$ cat config.mk
export PLATFORM = sky130hd
export DESIGN_NAME = alu_share_arbiter
export DESIGN_NICKNAME = d
export VERILOG_FILES = /design/src/rtl/alu_share_arbiter.sv
export SDC_FILE = /design/constraint.sdc
export NUM_CORES = 1
export LEC_CHECK = 0
export ABC_AREA = 1
export CAP_MARGIN = 10
export CORE_UTILIZATION = 35
export CTS_CLUSTER_SIZE = 24
export DETAILED_ROUTE_END_ITERATION = 12
export HOLD_SLACK_MARGIN = 0.06
export PLACE_DENSITY = 0.75
export SYNTH_ARGS = -nofsm -noshare
export SYNTH_HDL_FRONTEND = slang
export SYNTH_SLANG_ARGS = --single-unit
$ cat constraint.sdc
create_clock -name clk -period 1.8 [get_ports clk]
set_input_delay 0.27 -clock clk [delete_from_list [all_inputs] [get_ports clk]]
set_output_delay 0.27 -clock clk [all_outputs]
set_load 0.05 [all_outputs]
$ cat src/rtl/alu_share_arbiter.sv
// Round-robin share of one ALU between the execute path (req0)
// and the branch/address unit (req1), with a tagged response channel.
module alu_share_arbiter #(
    parameter int WIDTH = 32,
    parameter int OPW   = 4
) (
    input  logic             clk,
    input  logic             reset_n,
    input  logic             req0_valid,
    output logic             req0_ready,
    input  logic [WIDTH-1:0] req0_a,
    input  logic [WIDTH-1:0] req0_b,
    input  logic [OPW-1:0]   req0_op,
    input  logic             req1_valid,
    output logic             req1_ready,
    input  logic [WIDTH-1:0] req1_a,
    input  logic [WIDTH-1:0] req1_b,
    input  logic [OPW-1:0]   req1_op,
    output logic [WIDTH-1:0] alu_a,
    output logic [WIDTH-1:0] alu_b,
    output logic [OPW-1:0]   alu_op,
    input  logic [WIDTH-1:0] alu_out,
    output logic             rsp_valid,
    input  logic             rsp_ready,
    output logic             rsp_id,
    output logic [WIDTH-1:0] rsp_data,
    output logic             rsp_illegal
);

    typedef enum logic [1:0] {
        IDLE = 2'd0,
        EXEC = 2'd1,
        RESP = 2'd2
    } state_t;

    localparam logic [OPW-1:0] OP_ADD = OPW'(4'b0010);

    state_t           state_q, state_d;
    logic             last_q, last_d;
    logic [WIDTH-1:0] alu_a_q, alu_a_d;
    logic [WIDTH-1:0] alu_b_q, alu_b_d;
    logic [OPW-1:0]   alu_op_q, alu_op_d;
    logic             rsp_valid_q, rsp_valid_d;
    logic             rsp_id_q, rsp_id_d;
    logic [WIDTH-1:0] rsp_data_q, rsp_data_d;
    logic             rsp_illegal_q, rsp_illegal_d;
    logic             gnt0, gnt1;
    logic [OPW-1:0]   sel_op;

    function automatic logic op_legal(input logic [OPW-1:0] op);
        logic ok;
        case (op)
            OPW'(4'b0010), OPW'(4'b1010), OPW'(4'b0110),
            OPW'(4'b0100), OPW'(4'b0101), OPW'(4'b1100),
            OPW'(4'b0111), OPW'(4'b0001), OPW'(4'b1101): ok = 1'b1;
            default: ok = 1'b0;
        endcase
        return ok;
    endfunction

    // Arbitration: only in IDLE; on a tie the requester not granted last wins.
    always_comb begin
        gnt0 = 1'b0;
        gnt1 = 1'b0;
        if (state_q == IDLE) begin
            if (req0_valid && req1_valid) begin
                gnt0 = last_q;
                gnt1 = !last_q;
            end else begin
                gnt0 = req0_valid;
                gnt1 = req1_valid;
            end
        end
    end

    assign sel_op = gnt1 ? req1_op : req0_op;

    // Next-state and datapath capture for the IDLE -> EXEC -> RESP cycle.
    always_comb begin
        state_d       = state_q;
        last_d        = last_q;
        alu_a_d       = alu_a_q;
        alu_b_d       = alu_b_q;
        alu_op_d      = alu_op_q;
        rsp_valid_d   = rsp_valid_q;
        rsp_id_d      = rsp_id_q;
        rsp_data_d    = rsp_data_q;
        rsp_illegal_d = rsp_illegal_q;
        unique case (state_q)
            IDLE: begin
                if (gnt0 || gnt1) begin
                    state_d       = EXEC;
                    alu_a_d       = gnt1 ? req1_a : req0_a;
                    alu_b_d       = gnt1 ? req1_b : req0_b;
                    alu_op_d      = sel_op;
                    rsp_id_d      = gnt1;
                    last_d        = gnt1;
                    rsp_illegal_d = !op_legal(sel_op);
                end
            end
            EXEC: begin
                rsp_data_d  = alu_out;
                rsp_valid_d = 1'b1;
                state_d     = RESP;
            end
            RESP: begin
                if (rsp_ready) begin
                    rsp_valid_d = 1'b0;
                    state_d     = IDLE;
                end
            end
            default: state_d = IDLE;
        endcase
    end

    // State and registered outputs; reset discards any in-flight op.
    always_ff @(posedge clk or negedge reset_n) begin
        if (!reset_n) begin
            state_q       <= IDLE;
            last_q        <= 1'b1;
            alu_a_q       <= '0;
            alu_b_q       <= '0;
            alu_op_q      <= OP_ADD;
            rsp_valid_q   <= 1'b0;
            rsp_id_q      <= 1'b0;
            rsp_data_q    <= '0;
            rsp_illegal_q <= 1'b0;
        end else begin
            state_q       <= state_d;
            last_q        <= last_d;
            alu_a_q       <= alu_a_d;
            alu_b_q       <= alu_b_d;
            alu_op_q      <= alu_op_d;
            rsp_valid_q   <= rsp_valid_d;
            rsp_id_q      <= rsp_id_d;
            rsp_data_q    <= rsp_data_d;
            rsp_illegal_q <= rsp_illegal_d;
        end
    end

    assign req0_ready  = gnt0;
    assign req1_ready  = gnt1;
    assign alu_a       = alu_a_q;
    assign alu_b       = alu_b_q;
    assign alu_op      = alu_op_q;
    assign rsp_valid   = rsp_valid_q;
    assign rsp_id      = rsp_id_q;
    assign rsp_data    = rsp_data_q;
    assign rsp_illegal = rsp_illegal_q;

endmodule

==> run_results.csv <==
group,metric,value,unit
outcome,outcome,"finished, final reports clean",
logic_synthesis,synth_top_cells_by_count,"180 x nand2_1, 112 x o21ai_1, 104 x dfrtp_1",
timing,post-route-period-util,98.17,%
floorplanning,core-area,13350,um^2
layout,syn2layout_area_growth,71.34,%
worst_setup_path,ff2ff_path_depth,8,
clock_tree,clkLatencyLatePin,0.34,ns
logic_synthesis,synth_seq_area_share,55.09,%
timing,fmax,565.9,MHz
place,io_buffers,277,
floorplanning,design.die.area,14240,um^2
clock_tree,clk_pin_slew,0.07,ns
logic_synthesis,synth_edf_count,0,
logic_synthesis,synthAdderAreaFrac,0.2596,%
route,antenna_left,0,
logic_synthesis,synth_top_area_cell,"dfrtp_1",
logic_synthesis,yosysMostFrequentCell,"nand2_1",
logic_synthesis,synthMuxAreaShare,0.2077,%
logic_synthesis,syn_inst,552,
timing,setup_viol,0,
logic_synthesis,synth_xor_area_share,0,%
clock_tree,cts_max_level,3,
worst_setup_path,rrSetupSlack,0.06,ns
logic_synthesis,synth_warnings,0,
hold_path,hp-class,"in -> async",
worst_setup_path,setup.worst_path.start_class,"flop",
worst_setup_path,startpoint,"alu_a[6]",
clock_tree,cts.path.max_buffers,2,
power_and_ir_drop,p_total,0.01648,W
worst_setup_path,criticalPathCategory,"reg -> out",
route,drc_errors,0,
layout,final_util,61.87,%
clock_tree,cts_made_buffers,9,
timing,worstMarginPinSlew,0.5371,ns
logic_synthesis,synth_cell_types,22,
worst_setup_path,endpoint_kind,"primary output",
layout,antenna_cells,0,
floorplanning,die_h,119.3,um
job,max_cap_violations,0,
worst_setup_path,critPathBufInv,1,
worst_setup_path,critPathRequiredTime,1.53,ns
layout,finalNetCount,1007,
layout,drive_above_1_share,12.54,%
power_and_ir_drop,p_leak,4.245,nW
timing,period_minus_slack,1.767,ns
worst_setup_path,cp_slowest_cell,"clkdlybuf4s50_1",
worst_setup_path,critPathMaxStageDelay,0.81,ns
power_and_ir_drop,p_per_area,1996,nW/um^2
clock_tree,cts_num_sinks,106,
route,first_pass_iters,4,
grt,grt_overflow_total,0,
route,via_per_inst,4.711,
grt,grt_pass1_vias,4755,
grt,antenna_found_initial,0,
place,placed_area,7770,um^2
place,place_ws,-0.1621,ns
logic_synthesis,synth-simple-area-share,24.27,%
route,first_iter_violations,191,
logic_synthesis,netlist_area,4820,um^2
clock_tree,cts_tree,"built",
worst_setup_path,reg2reg_to,"rsp_illegal",
layout,layoutNonFillerInstCount,1013,
clock_tree,root_buffer,"clkbuf_16",
floorplanning,fp.dieW,119.3,um
timing,slew_headroom,64.14,%
floorplanning,num_io_pins,278,
floorplanning,start_util,36.11,%
route,wl,15.31,mm
place,place.gp.congestion,0.8400,
place,dp_cells,992,
timing,hold_viol,0,
worst_setup_path,crit_fanout,2,
logic_synthesis,synth_top_family_by_area,"simple AND/OR/NAND/NOR gates",
logic_synthesis,synth-async-reset-ratio,100.0,%
route,vias,4772,
worst_setup_path,worstPathCellList,"clkdlybuf4s50_1",
logic_synthesis,synth_top_cells_by_area,"dfrtp_1 54%, nand2_1 14%, o21ai_1 12%, or2_1 6.5%, buf_6 2.6%",
logic_synthesis,synth_top_area_share,54.00,%
logic_synthesis,synth_compound_area_share,14.41,%
place,place_hpwl,11.38,mm
logic_synthesis,ys.flop_type,"dfrtp_1",
timing,clock_skew,0.005446,ns
power_and_ir_drop,worst_ir_drop_vdd,0.8237,mV
logic_synthesis,syn_nets,726,
grt,grt_usage,21.38,%
timing,setup_ws,0.03286,ns
floorplanning,row_count,42,
route,wl_per_cell,15.12,um
grt,grt_pass1_wl,23.73,mm
timing,slew_violations,0,
worst_setup_path,cpLargestDelayFamily,"buffers and inverters",
timing,rsz0062_at_grt,"yes",
grt,grt_max_degree,51,
logic_synthesis,ys_ff_latch,106,
worst_setup_path,arrival,1.50,ns
logic_synthesis,avgSynthCellArea,8.731,um^2
worst_setup_path,r2r-start,"last_q",
layout,fin_area,8258,um^2
## layout by cell type, fill, tap and decap left out, drive strengths merged
| cell | instances |
|---|---|
| nand2 | 180 |
| clkdlybuf4s50 | 178 |
| o21ai | 135 |
| dfrtp | 104 |
| or2 | 65 |
| buf | 63 |
| dlymetal6s2s | 50 |
| clkbuf | 15 |
| inv | 14 |
| dlygate4sd2 | 12 |
| nor2 | 6 |
| nand4 | 4 |
| nand3 | 4 |
| dfstp | 2 |
| mux2i | 1 |
| a211oi | 1 |
| ha | 1 |
| clkinvlp | 1 |
| dlygate4sd3 | 1 |
## flip-flops by register name, summed over array words and instances, names as in the netlist
register,cells
rsp_valid,1
alu_a,32
alu_op,4
state_q,2
rsp_data,32
rsp_illegal,1
last_q,1
rsp_id,1
alu_b,32
## final cells by class
class                           instances  area, um^2
Fill cell                            1134        5090
Timing Repair Buffer                  305        3124
Sequential cell                       106        2656
Multi-Input combinational cell        397        1906
Clock buffer                           14       284.0
Tap cell                              176       220.2
Inverter                               14       60.06
Clock inverter                          1       7.507
## routing by layer
layer / track usage, % / routed length (um)
met5: 0 / 0
met4: 7.031 / 264
met3: 6.705 / 1272
met2: 37.25 / 7751
met1: 24.84 / 6026
## per-stage QoR
step	hold WS [ns]	TNS (ns)
2_1_floorplan	-0.02559	0
3_3_place_gp	0.2276	-0.08117
3_5_place_dp	0.2251	-0.2185
4_1_cts	0.4074	-0.005048
5_1_grt	0.4348	-0.02377
6_report	0.4050	0
## how the worst max path moves through the flow
stage / cells past startpoint / to / slack [ns]
after floorplan: 9 / rsp_illegal / 0.03
final: 1 / alu_a[6] / 0.03
after detailed placement: 9 / rsp_illegal / -0.16
after CTS: 5 / req0_ready / -0.005
after global routing: 5 / req0_ready / -0.02
after global placement: 9 / rsp_illegal / -0.08
## power breakdown
part           internal [W]  total [W]  switching [W]
logic               0.00335     0.0103        0.00697
clock network       0.00108    0.00190       0.000819
registers           0.00362    0.00425       0.000637
## what timing repair did
| item | in CTS | in global routing |
|---|---|---|
| gates cloned | 0 | 1 |
| hold buffers | 1 | 0 |
| endpoints found under the hold margin | 24 | 0 |
| setup buffers | 0 | 4 |
| endpoints found under the setup margin | 13 | 53 |
| pin swaps | 0 | 1 |
| resized for setup | 14 | 54 |
## logic make-up (layout without fill, tap and decap cells)
| logic type | count (synthesis) | count (layout) |
|---|---|---|
| simple gates | 259 | 259 |
| compound gates | 136 | 136 |
| flops | 106 | 106 |
| fa+ha+maj | 1 | 1 |
| mux | 1 | 1 |
| buf+inv | 49 | 334 |
Power figures use the tool's default switching activity.
